--- config.mk ---
export PLATFORM = sky130hd
export DESIGN_NAME = deser8_rx_flat
export DESIGN_NICKNAME = d
export VERILOG_FILES = /design/src/rtl/deser8_rx_if.sv /design/src/rtl/deser8_rx.sv /design/src/flat_wrapper.sv
export SDC_FILE = /design/constraint.sdc
export NUM_CORES = 1
export LEC_CHECK = 0
export CAP_MARGIN = 10
export CORE_ASPECT_RATIO = 1.25
export CORE_MARGIN = 2
export CORE_UTILIZATION = 51
export CTS_BUF_LIST = sky130_fd_sc_hd__clkbuf_2 sky130_fd_sc_hd__clkbuf_4 sky130_fd_sc_hd__clkbuf_8
export DETAILED_ROUTE_END_ITERATION = 12
export PLACE_DENSITY = 0.85
export SLEW_MARGIN = 20
export SYNTH_ARGS = -nofsm -noshare
export SYNTH_HDL_FRONTEND = slang
export SYNTH_SLANG_ARGS = --single-unit
--- constraint.sdc ---
create_clock -name clk -period 1.7 [get_ports clk]
set_clock_uncertainty 0.05 [all_clocks]
set_input_delay 0.51 -clock clk [delete_from_list [all_inputs] [get_ports clk]]
set_output_delay 0.51 -clock clk [all_outputs]
set_load 0.1 [all_outputs]
--- src/rtl/deser8_rx_if.sv ---
// Bus bundle for deser8_rx: serial input handshake, parallel output handshake,
// clear strobe and status counters.
//   master : drives clr, sin_valid, sin, out_ready; observes the rest
//   slave  : the receiver; drives sin_ready, dout, dout_valid, bit_cnt, word_cnt
interface deser8_rx_if;
    logic       clr;
    logic       sin_valid;
    logic       sin;
    logic       sin_ready;
    logic [7:0] dout;
    logic       dout_valid;
    logic       out_ready;
    logic [2:0] bit_cnt;
    logic [7:0] word_cnt;

    modport master (
        output clr, sin_valid, sin, out_ready,
        input  sin_ready, dout, dout_valid, bit_cnt, word_cnt
    );

    modport slave (
        input  clr, sin_valid, sin, out_ready,
        output sin_ready, dout, dout_valid, bit_cnt, word_cnt
    );
endinterface

--- src/rtl/deser8_rx.sv ---
// 8-bit serial-to-parallel receiver with a one-word holding register.
// Bits 0..6 of the next frame are accepted while the holding word is still
// undelivered; only the 8th bit stalls until the consumer takes the word.
//   clk      : rising-edge clock
//   reset_n  : asynchronous active-low reset
//   bus      : deser8_rx_if.slave (clr, sin_valid/sin/sin_ready,
//              dout/dout_valid/out_ready, bit_cnt, word_cnt)
//   MSB_FIRST: 1 = first bit lands in dout[7], 0 = first bit lands in dout[0]
module deser8_rx #(
    parameter bit MSB_FIRST = 1'b1
) (
    input  logic         clk,
    input  logic         reset_n,
    deser8_rx_if.slave   bus
);
    localparam int unsigned DATA_W = 8;
    localparam int unsigned CNT_W  = 3;
    localparam int unsigned WCNT_W = 8;

    logic [DATA_W-1:0] shreg_q,      shreg_d;
    logic [DATA_W-1:0] dout_q,       dout_d;
    logic [CNT_W-1:0]  bit_cnt_q,    bit_cnt_d;
    logic [WCNT_W-1:0] word_cnt_q,   word_cnt_d;
    logic              dout_valid_q, dout_valid_d;
    logic              ready_q,      ready_d;
    logic              accept_c;
    logic [DATA_W-1:0] shifted_c;

    // Next-state logic; clear outranks both handshakes
    always_comb begin
        shreg_d      = shreg_q;
        dout_d       = dout_q;
        bit_cnt_d    = bit_cnt_q;
        word_cnt_d   = word_cnt_q;
        dout_valid_d = dout_valid_q;
        accept_c     = bus.sin_valid && ready_q;
        shifted_c    = MSB_FIRST ? {shreg_q[DATA_W-2:0], bus.sin}
                                 : {bus.sin, shreg_q[DATA_W-1:1]};

        if (bus.clr) begin
            shreg_d      = '0;
            bit_cnt_d    = '0;
            dout_valid_d = 1'b0;
        end else begin
            if (dout_valid_q && bus.out_ready) begin
                dout_valid_d = 1'b0;
                word_cnt_d   = word_cnt_q + WCNT_W'(1);
            end
            // Accept at bit 7 only happens with the holding register empty,
            // so the load never collides with a delivery above
            if (accept_c) begin
                shreg_d = shifted_c;
                if (bit_cnt_q == CNT_W'(DATA_W - 1)) begin
                    dout_d       = shifted_c;
                    dout_valid_d = 1'b1;
                    bit_cnt_d    = '0;
                end else begin
                    bit_cnt_d = bit_cnt_q + CNT_W'(1);
                end
            end
        end

        // Ready is precomputed from next state so it leaves a flop
        ready_d = !((bit_cnt_d == CNT_W'(DATA_W - 1)) && dout_valid_d);
    end

    // State registers
    always_ff @(posedge clk or negedge reset_n) begin
        if (!reset_n) begin
            shreg_q      <= '0;
            dout_q       <= '0;
            bit_cnt_q    <= '0;
            word_cnt_q   <= '0;
            dout_valid_q <= 1'b0;
            ready_q      <= 1'b1;
        end else begin
            shreg_q      <= shreg_d;
            dout_q       <= dout_d;
            bit_cnt_q    <= bit_cnt_d;
            word_cnt_q   <= word_cnt_d;
            dout_valid_q <= dout_valid_d;
            ready_q      <= ready_d;
        end
    end

    assign bus.sin_ready  = ready_q;
    assign bus.dout       = dout_q;
    assign bus.dout_valid = dout_valid_q;
    assign bus.bit_cnt    = bit_cnt_q;
    assign bus.word_cnt   = word_cnt_q;
endmodule

--- src/flat_wrapper.sv ---
// flat-port wrapper written by rule: the top's interface ports become plain ports
module deser8_rx_flat 
#(
    parameter bit MSB_FIRST = 1'b1
)
  (clk, reset_n, bus_clr, bus_sin_valid, bus_sin, bus_out_ready, bus_sin_ready, bus_dout, bus_dout_valid, bus_bit_cnt, bus_word_cnt);
  deser8_rx_if bus_i ();
  input  logic clk;
  input  logic reset_n;
  input wire logic [$bits(bus_i.clr)-1:0] bus_clr;
  input wire logic [$bits(bus_i.sin_valid)-1:0] bus_sin_valid;
  input wire logic [$bits(bus_i.sin)-1:0] bus_sin;
  input wire logic [$bits(bus_i.out_ready)-1:0] bus_out_ready;
  output wire logic [$bits(bus_i.sin_ready)-1:0] bus_sin_ready;
  output wire logic [$bits(bus_i.dout)-1:0] bus_dout;
  output wire logic [$bits(bus_i.dout_valid)-1:0] bus_dout_valid;
  output wire logic [$bits(bus_i.bit_cnt)-1:0] bus_bit_cnt;
  output wire logic [$bits(bus_i.word_cnt)-1:0] bus_word_cnt;
  assign bus_i.clr = bus_clr;
  assign bus_i.sin_valid = bus_sin_valid;
  assign bus_i.sin = bus_sin;
  assign bus_i.out_ready = bus_out_ready;
  assign bus_sin_ready = bus_i.sin_ready;
  assign bus_dout = bus_i.dout;
  assign bus_dout_valid = bus_i.dout_valid;
  assign bus_bit_cnt = bus_i.bit_cnt;
  assign bus_word_cnt = bus_i.word_cnt;
  deser8_rx #(.MSB_FIRST(MSB_FIRST)) u_core (.clk(clk), .reset_n(reset_n), .bus(bus_i));
endmodule
After elaboration in Yosys (flattened, before gate mapping)
Cells that the tools add are included.
{"block": "op_classes", "n_addsub": 2, "eq_ne": 2, "muxes": 9, "bitwise": 1, "n_reduce_logical": 7}
{"operator": "$mux 7", "n": 2}
{"operator": "$mux 3", "n": 3}
{"operator": "$add 8x1->8 const B", "n": 1}
{"operator": "$eq 3x3->1 const B", "n": 2}
{"operator": "$mux 1", "n": 4}
{"operator": "$add 3x1->3 const B", "n": 1}
{"operator": "$logic_and 1x1->1", "n": 3}
{"operator": "$reduce_and 3->1", "n": 1}
{"operator": "$reduce_and 2->1", "n": 1}
{"operator": "$reduce_bool 2->1", "n": 1}
{"operator": "$logic_not 1->1", "n": 1}
{"operator": "$not 1->1", "n": 1}
{"block": "word_totals", "ff_bits": 28, "input_bits": 6, "word_cells": 27}

Longest topological paths before layout
Gate-level depths: netlist of run 1.
{"block": "logic_depth", "depth_word": 7, "depth_mapped": 6}

Worst setup path after synthesis of run 1
OpenSTA, ideal clock, no wires.
{"block": "synth_path", "path_kind": "register -> register", "from": "reg u_core.bit_cnt_q[0] (netlist: u_core.bus.bit_cnt[0])", "to": "reg u_core.dout_q[0] (netlist: u_core.bus.dout[0])", "arrival_time_ps": 2058, "slack_ps": -533, "path_stages_with_launch": 7, "period_less_slack_ps": 2233, "cell_sequence": "dfrtp_1 -> ha_1 -> ha_1 -> nand3_2 -> or2_1 -> buf_6 -> mux2_4"}
{"block": "synth_via", "elab_chain_len": 2}
{"element": "from (decl)", "line_no": "deser8_rx.sv:22", "source": "logic [CNT_W-1:0] bit_cnt_q, bit_cnt_d;"}
{"element": "from (signal assigned)", "line_no": "deser8_rx.sv:79", "source": "bit_cnt_q <= bit_cnt_d;"}
{"element": "$eq 3x3->1", "line_no": "deser8_rx.sv:53", "source": "if (bit_cnt_q == CNT_W'(DATA_W - 1)) begin"}
{"element": "$reduce_and 3->1 (no line)"}
{"element": "to (signal assigned)", "line_no": "deser8_rx.sv:78", "source": "dout_q <= dout_d;"}
{"element": "to (decl)", "line_no": "deser8_rx.sv:21", "source": "logic [DATA_W-1:0] dout_q, dout_d;"}
No other way between the ends.
A chain may end at the register's enable or synchronous reset.

Final worst setup path of run 1
{"block": "layout_path", "from": "reg u_core.ready_q (netlist: u_core.bus.sin_ready)", "to": "out bus_sin_ready"}
{"element": "from (decl)", "line_no": "deser8_rx.sv:25", "source": "logic ready_q, ready_d;"}
{"element": "from (signal assigned)", "line_no": "deser8_rx.sv:82", "source": "ready_q <= ready_d;"}
{"element": "to (decl)", "line_no": "flat_wrapper.sv:14", "source": "output wire logic [$bits(bus_i.sin_ready)-1:0] bus_sin_ready;"}
No word-level cell between the ends.

==> results of run 1 <==
cell usage after synthesis:
master,n
nand3_2,1
nor2_1,2
xnor2_1,2
mux2_4,8
dfstp_2,1
xor2_1,5
and3b_1,1
buf_6,3
or2_1,1
nand4bb_1,1
and2_2,1
nand4_1,3
nand4b_1,1
dfrtp_1,27
mux2_2,1
nand3_1,2
nor3_1,2
clkbuf_1,2
a21bo_2,3
a21oi_1,11
ha_1,3
nand2b_1,1
nand2_1,19
cell type report:
class	instances	area [um2]	area share (%)
repair buffers	33	535.5	28.71
clock buffers	3	22.52	1.207
well taps	31	38.79	2.079
clock inverters	1	30.03	1.610
flip-flops and latches	28	719.4	38.56
multi-input cells	68	519.2	27.83
sequential cells by signal, summed over array words and instances, names as in the netlist:
signal	flops
u_core.bus.dout	8
u_core.bus.word_cnt	8
u_core.shreg_q	7
u_core.bus.bit_cnt	3
u_core.bus.dout_valid	1
u_core.bus.sin_ready	1
how the worst min path moves through the flow:
stage	depth (start not counted)	end	slack [ns]	startpoint
after floorplan	0	u_core.bus.bit_cnt[2]$_DFF_PN0_	0.16	reset_n
after global placement	1	u_core.bus.dout[7]$_DFFE_PN0P_	0.44	u_core.shreg_q[6]$_DFFE_PN0P_
after detailed placement	1	u_core.bus.dout[7]$_DFFE_PN0P_	0.45	u_core.shreg_q[6]$_DFFE_PN0P_
after CTS	1	u_core.bus.dout[7]$_DFFE_PN0P_	0.48	u_core.shreg_q[6]$_DFFE_PN0P_
after global routing	2	u_core.bus.dout[1]$_DFFE_PN0P_	0.47	reset_n
final	2	u_core.bus.dout[1]$_DFFE_PN0P_	0.48	reset_n
placed cells by master, fill, tap and decap left out, types with 2 or more instances in the layout:
| cell | count |
|---|---|
| buf_12 | 22 |
| dfrtp_4 | 2 |
| nand3_1 | 2 |
| dfrtp_2 | 5 |
| clkdlybuf4s50_1 | 5 |
| dfrtp_1 | 20 |
| clkbuf_4 | 3 |
| ha_4 | 2 |
| xor2_1 | 5 |
| a21bo_2 | 3 |
| nor3_1 | 2 |
| mux2_4 | 8 |
| nor2_1 | 2 |
| nand4_1 | 3 |
| nand2_1 | 19 |
| buf_4 | 6 |
| xnor2_1 | 2 |
| a21oi_1 | 11 |
where the power goes:
| group | internal [mW] | total (mW) | leakage (nW) | switching, mW |
|---|---|---|---|---|
| sequential | 0.674 | 0.683 | 0.374 | 0.00876 |
| combinational | 0.0464 | 0.111 | 0.448 | 0.0647 |
| clock | 0.238 | 0.429 | 0.0279 | 0.191 |
| total | 0.959 | 1.22 | 0.849 | 0.264 |
layer usage:
| layer | share of wire, % | up-vias | track usage [%] |
|---|---|---|---|
| met5 | 0 | - | 0 |
| met4 | 0.68 | 0 | 6.950 |
| met3 | 2.1 | 2 | 1.220 |
| met2 | 57 | 19 | 35.05 |
| met1 | 40 | 422 | 24.29 |
| li1 | - | 409 | - |
repair_timing:
action                     in CTS  in global routing
gates cloned                    0                  0
gates resized for setup         2                  2
setup buffers                   1                  1
pin swaps                       0                  1
setup endpoints to repair      11                  8
through the flow:
step	worst slack, ns	power, mW
2_1_floorplan	-0.1245	0.7471
3_3_place_gp	-0.2774	0.8045
3_5_place_dp	-0.3243	0.8094
4_1_cts	-0.01460	1.231
5_1_grt	-0.03505	1.259
6_report	-0.01207	1.223
cells by family (layout without fill, tap and decap cells):
family	after synthesis	count (layout)	share of synthesized area, %
compound gates	14	14	6.889
xor+xnor	7	7	4.965
fa+ha+maj	3	3	3.040
buf+inv	5	37	3.343
flops	28	28	56.84
mux	9	9	10.64
simple gates	35	35	14.29
==> results.md, run 1 <==
- Outcome: finished, violations left
- Violated checks: negative setup slack
- Area leader, netlist: dfrtp_1
- Final worst setup slack: -0.01207 ns
- Antenna violations before repair: 0
- CTS tree: yes
- Slew Limit Fails: 0
- Crit Path Class: register to primary output
- Proportion of layout cells with a drive suffix above 1: 42.86%
- Launching point of the worst reg2reg path: u_core.bus.sin_ready$_DFF_PN1_
- Wire length per cell: 15.13 um
- Root Driver: clkbuf_4
- Syn Inst Count: 101
- Critical path arrival: 1.15 ns
- Fin crit share: 100.7%
- Fill count: 110
- Worst Setup Start Kind: register
- # H-tree levels: 1
- Routed Antenna Nets: 0
- Gr usage total: 19.75%
- Syn Nets: 110
- First drt pass iteration count: 4
- Reg2reg end: u_core.bus.dout[6]$_DFFE_PN0P_
- Worst Setup End Kind: primary output
- Die height: 59.02 um
- Post-Syn Area: 1235 um2
- Core area: 2258 um2
- CTS sink cnt: 28
- Final Util: 82.60%
- First-pass GRT wire length: 4015 um
- Die area: 2834 um2
- Worst reg-to-reg setup slack: 0.04 ns
- Skew-Pair Late Insertion Delay: 0.33 ns
- MaxCap Viol Count: 0
- Grt total ovfl: 0
- Crit path cell chain: buf_12
- Leakage power: 0.8495 nW
- Dpl cells: 160
- Tmin final: 1.712 ns
- Vias in the first global route: 880
- Number of synthesized register bits: 28
- Rel. slew slack: 84.97%
- Die X-Extent: 48.02 um
- Antenna cells: 0
- DR iter-0 viols: 17
- Sequential area share after synthesis: 56.84%
- Clock-pin slew on the worst setup and hold paths: 0.15 ns
- Post-DP HPWL: 1965 um
- Vias per Instance: 5.195
- Final Cell Area: 1866 um2
- Top delay family on crit path: flip-flops
- Final Hold Viols: 0
- Placed standard-cell area: 1798 um2
- Yosys top cell area share: 54.71%
- Hold_ws: 0.4781 ns
- Cts hold-fix bufs: 0
- Crit path largest cell delay: 0.66 ns
- Hold Path Class: primary input to async pin
- Largest net degree at the start of global routing: 29
- DRC: 0
- P per Cell Area: 655.7 nW/um2
- Fmax: 584.1 MHz
- CP bufs+invs: 1
- Vias: 852
- Final setup violation count: 1
- Count of cell types in the netlist: 23
- # port buffers: 26
- Worst Path Max Fanout: 2
- CP Depth: 1
- IO Count: 27
- Peak VDD IR: 0.0005856 V
- CP max stage cell: dfstp_4
- RSZ-0062 raised after global routing: yes
- Warnings, synthesis: 0
- Final Non-Filler Cells: 164
- Layout net count: 143
- Initial Utilization: 54.68%
- Reg2reg path depth: 4
- Fin Setup TNS: -0.01207 ns
- Top cells by area, synth: dfrtp_1 55%, mux2_4 9.7%, nand2_1 5.8%
- CP endpoint: bus_sin_ready
- Clk buf depth: 2
- Final wirelength: 2482 um
- Worst-margin pin slew: 0.2242 ns
- # rows: 19
- GP Congestion: 0.7424
- CP Launch Point: u_core.bus.sin_ready$_DFF_PN1_
- Syn Area/Cell: 12.23 um2
- Num CTS Buffers: 3
- Area Growth Syn to Fin: 51.06%
- WP data required: 1.14 ns
No activity file was read; power rests on OpenSTA's default activity.
==> run 2, diff against run 1 <==
Settings changed: CORE_UTILIZATION 51 to 25, PLACE_DENSITY 0.85 to 0.5.
==> run 2 against run 1 <==
The flow now finishes without violations. Sequential share of layout area shrank 1.6 points. Non-clock buffer count grew 4. Critical path depth is the same. Setup slack gained 0.062 ns. Cell count grew 20%. Register-to-register slack gained 0.05 ns. Wire length shrank 2.3%. Worst hold slack gained 0.0017 ns. Clock power grew 21%. Via count grew 2.7%. Critical path type unchanged. Largest cell class unchanged. Largest power group unchanged. Highest routed layer unchanged.
==> results.md, run 2 (synthesis gave the netlist of run 1 again) <==
- Outcome: completed
- RSZ-0062 raised after global routing: no
- P per Cell Area: 676.0 nW/um2
- Worst Path Max Fanout: 3
- # rows: 28
- Antenna violations before repair: 0
- # port buffers: 26
- Worst Setup Start Kind: register
- Grt total ovfl: 0
- Critical path arrival: 1.09 ns
- Fmax: 606.0 MHz
- Fin Setup TNS: 0 ns
- Vias in the first global route: 957
- CTS tree: yes
- Top delay family on crit path: flip-flops
- Final Util: 40.84%
- Final Hold Viols: 0
- Layout net count: 147
- Proportion of layout cells with a drive suffix above 1: 44.53%
- Cts hold-fix bufs: 0
- Gate power share: 9.0%
- DRC: 0
- Fin crit share: 97.07%
- Vias: 875
- Die area: 5522 um2
- Post-DP HPWL: 1849 um
- Fill count: 495
- Register Area: 719.4 um2
- Root Driver: clkbuf_8
- Antenna cells: 0
- Reg2reg end: u_core.bus.dout[6]$_DFFE_PN0P_
- Clock Power Share: 39.3%
- Clock-pin slew on the worst setup and hold paths: 0.10 ns
- Net Switching: 0.2758 mW
- Peak VDD IR: 0.0002542 V
- Crit Path Class: register to primary output
- Clk buf depth: 2
- Final worst setup slack: 0.04982 ns
- Largest net degree at the start of global routing: 29
- Worst Setup End Kind: primary output
- Reg2reg path depth: 4
- Initial Utilization: 25.92%
- # H-tree levels: 1
- Crit path largest cell delay: 0.65 ns
- Net Sw Frac: 20.97%
- Gr usage total: 10.31%
- MaxCap Viol Count: 0
- Placement Setup Slack: -0.3427 ns
- Final Cell Area: 1946 um2
- Commonest non-fill, non-tap cell in the layout: buf_12
- IO Count: 27
- Final setup violation count: 0
- Crit path cell chain: buf_12
- CP max stage cell: dfstp_4
- CTS sink cnt: 28
- Hold Path Stages: 1
- WHS Endpoint: u_core.bus.word_cnt[7]$_DFFE_PN0P_
- First-pass GRT wire length: 4319 um
- Core area: 4765 um2
- Hold path startpoint: u_core.bus.word_cnt[7]$_DFFE_PN0P_
- Sequential Power Share: 51.7%
- Leakage power: 0.8905 nW
- Routed Antenna Nets: 0
- Slew Limit Fails: 0
- Die height: 82.58 um
- Most frequent cells in the layout: 22 x buf_12, 20 x dfrtp_1, 19 x nand2_1, 11 x a21oi_1, 10 x buf_4
- Rel. slew slack: 84.13%
- Wire length per cell: 12.31 um
- Internal power: 1.039 mW
- Placed standard-cell area: 1857 um2
- WP data required: 1.14 ns
- Final wirelength: 2426 um
- Area Growth Syn to Fin: 57.55%
- Worst-margin pin slew: 0.2374 ns
- Hold Path Class: register to register
- Area of the multi-input gates: 511.7 um2
- CP bufs+invs: 1
- Vias per Instance: 4.442
- Launching point of the worst reg2reg path: u_core.bus.sin_ready$_DFF_PN1_
- Worst reg-to-reg setup slack: 0.09 ns
- Die X-Extent: 66.87 um
- Skew-Pair Late Insertion Delay: 0.27 ns
- GP Congestion: 0.7540
- Num CTS Buffers: 3
- Tmin final: 1.650 ns
- First drt pass iteration count: 4
- DR iter-0 viols: 35
## run 2: cell count changes in the layout (fill, tap and decap cells not counted), sizes merged
cell,change
clkdlybuf4s50,-1
buf,+4
dlymetal6s2s,+1
## run 2: layout make-up
cell class	instances	share of cell area, %
Tap cell	60	3.859
Sequential cell	28	36.98
Clock buffer	3	2.122
Clock inverter	1	1.543
Multi-Input combinational cell	68	26.30
Timing Repair Buffer	37	29.20
## run 2: power groups by stage
stage / combinational, mW / sequential [mW] / clock, mW
after floorplan: 0.0272 / 0.720 / 0
after CTS: 0.122 / 0.679 / 0.530
final: 0.119 / 0.679 / 0.517
after global placement: 0.119 / 0.692 / 0
after detailed placement: 0.122 / 0.693 / 0
after global routing: 0.130 / 0.680 / 0.562
## run 2: worst register-to-register path: stages (launching register included)
cell and delay [ns]:
dfstp_4 0.65, buf_4 0.11, nand3_2 0.07, or2_4 0.31, mux2_4 0.32
## run 2: timing repair
item                       CTS  global route
setup endpoints to repair    9             3
pin swaps                    0             1
resized for setup            3             2
setup buffers                2             0
## run 2: per-stage QoR
step           std cells  total power [mW]  hold slack (ns)
2_1_floorplan        101            0.7471           0.1644
3_3_place_gp         192            0.8109           0.4418
3_5_place_dp         192            0.8143           0.4628
4_1_cts              198             1.331           0.4831
5_1_grt              197             1.373           0.4958
6_report             197             1.315           0.4797
## run 2: how the worst max path moves through the flow
stage	depth (start not counted)	start	slack, ns	to
final	1	u_core.bus.sin_ready$_DFF_PN1_	0.05	bus_sin_ready
after global routing	1	u_core.bus.sin_ready$_DFF_PN1_	0.009	bus_sin_ready
after CTS	2	u_core.bus.sin_ready$_DFF_PN1_	-0.03	bus_sin_ready
after detailed placement	4	bus_sin_valid	-0.34	u_core.bus.dout[1]$_DFFE_PN0P_
after global placement	4	bus_sin_valid	-0.31	u_core.bus.dout[0]$_DFFE_PN0P_
after floorplan	5	u_core.bus.sin_ready$_DFF_PN1_	-0.12	u_core.bus.dout[0]$_DFFE_PN0P_
## run 2: metal layers
metal / GRT usage [%] / up-vias / share of wire, %
li1: - / 417 / -
met1: 12.84 / 431 / 44
met2: 17.80 / 23 / 50
met3: 1.762 / 4 / 4.2
met4: 3.878 / 0 / 1.6
met5: 0 / - / 0
==> run 3, diff against run 2 <==
Settings changed: SKIP_CTS_REPAIR_TIMING set to 1.
==> run 3 against run 2 <==
The flow now finishes with violations (negative setup slack). Worst hold slack about the same. First-iteration DRC count down 20%. Global-route usage fell by 0.17 points. Clock-buffer cell count unchanged. Die area did not move. Register-to-register slack barely moved. Clock power hardly changed. Combinational power is essentially flat. Flip-flop and latch count unchanged. Via count up 1.8%. Cell count rose by 1.5%.
==> results.md, run 3 (synthesis gave the netlist of run 1 again) <==
- Vias in the first global route: 949
- MaxCap Viol Count: 0
- Grt total ovfl: 0
- Routed Antenna Nets: 0
- Clk buf depth: 2
- Violated checks: negative setup slack
- Clock-pin slew on the worst setup and hold paths: 0.10 ns
- Outcome: finished, violations left
- WP data required: 1.14 ns
- Worst Setup Start Kind: register
- Critical path arrival: 1.18 ns
- Worst Path Max Fanout: 4
- Commonest non-fill, non-tap cell in the layout: buf_12
- Hold Path Class: register to register
- DRC: 0
- Worst-margin pin slew: 0.2469 ns
- DR iter-0 viols: 28
- Num CTS Buffers: 3
- Final Hold Viols: 0
- CP max stage cell: dfstp_4
- Die height: 82.58 um
- # port buffers: 26
- Layout net count: 150
- Worst Setup End Kind: primary output
- Placement Setup Slack: -0.3427 ns
- Vias: 891
- First-pass GRT wire length: 4257 um
- Fin crit share: 102.2%
- Crit path cell chain: buf_8, buf_12
- Rel. slew slack: 83.45%
- Wire length per cell: 12.43 um
- Power after layout: 1.315 mW
- Post-DP HPWL: 1849 um
- Proportion of layout cells with a drive suffix above 1: 46.43%
- IO Count: 27
- Skew-Pair Late Insertion Delay: 0.27 ns
- Peak VDD IR: 0.0002546 V
- Crit Path Class: register to primary output
- RSZ-0062 raised after global routing: yes
- # rows: 28
- CTS sink cnt: 28
- Final setup violation count: 1
- First drt pass iteration count: 4
- Fill count: 490
- Initial Utilization: 25.92%
- CTS tree: yes
- Top delay family on crit path: flip-flops
- Final wirelength: 2485 um
- CP bufs+invs: 2
- Fmax: 575.5 MHz
- Antenna violations before repair: 0
- Area Growth Syn to Fin: 60.39%
- Core area: 4765 um2
- Die area: 5522 um2
- Slew Limit Fails: 0
- Gr usage total: 10.14%
- # H-tree levels: 1
- Largest net degree at the start of global routing: 29
- Most frequent cells in the layout: 22 x buf_12, 20 x dfrtp_1, 19 x nand2_1, 12 x buf_4, 11 x a21oi_1
- Antenna cells: 0
- Die X-Extent: 66.87 um
- P per Cell Area: 663.7 nW/um2
- Vias per Instance: 4.455
- Crit path largest cell delay: 0.63 ns
- Root Driver: clkbuf_8
- Leakage power: 0.9065 nW
- GP Congestion: 0.7540
- Tmin final: 1.738 ns
- Final worst setup slack: -0.03772 ns
- Fin Setup TNS: -0.03772 ns
[run 3: layout make-up]
type	count	area [um2]	share of cell area [%]
repair buffers	40	598.1	30.20
flip-flops and latches	28	719.4	36.32
clock inverters	1	30.03	1.516
well taps	60	75.07	3.790
clock buffers	3	41.29	2.085
multi-input cells	68	516.7	26.09
[run 3: path summary, 6_finish.rpt]
| kind | startpoint | cells after the start | slack, ns | endpoint |
|---|---|---|---|---|
| worst min-delay path | u_core.bus.word_cnt[7]$_DFFE_PN0P_ | 1 | 0.48 | u_core.bus.word_cnt[7]$_DFFE_PN0P_ |
| worst max-delay path | u_core.bus.sin_ready$_DFF_PN1_ | 2 | -0.04 | bus_sin_ready |
| worst min register to register | u_core.bus.word_cnt[7]$_DFFE_PN0P_ | 1 | 0.48 | u_core.bus.word_cnt[7]$_DFFE_PN0P_ |
| min in group asynchronous | reset_n | 2 | 0.53 | u_core.bus.word_cnt[4]$_DFFE_PN0P_ |
| worst max register to register | u_core.bus.bit_cnt[0]$_DFF_PN0_ | 5 | 0.09 | u_core.bus.dout[6]$_DFFE_PN0P_ |
| max in group asynchronous | reset_n | 2 | 0.83 | u_core.bus.sin_ready$_DFF_PN1_ |
[run 3: routing by layer]
| metal | vias up | share of wire, % | GRT usage, % |
|---|---|---|---|
| li1 | 424 | - | - |
| met1 | 440 | 43 | 12.50 |
| met2 | 23 | 52 | 17.60 |
| met3 | 4 | 4.1 | 1.762 |
| met4 | 0 | 1.6 | 3.878 |
| met5 | - | 0 | 0 |
[run 3: power by group]
part	total [mW]	switching [mW]	internal, mW
sequential	0.679	0.00575	0.674
clock	0.516	0.201	0.315
combinational	0.119	0.0681	0.0508
[run 3: stage by stage]
stage	hold slack (ns)	area [um2]	util (%)	instances
floorplan	0.1644	1265	-	101
global placement	0.4418	1857	38.97	192
detailed placement	0.4628	1857	38.97	192
CTS	0.4831	1928	40.47	196
global route	0.4958	1981	41.57	200
finish	0.4799	1981	41.57	200
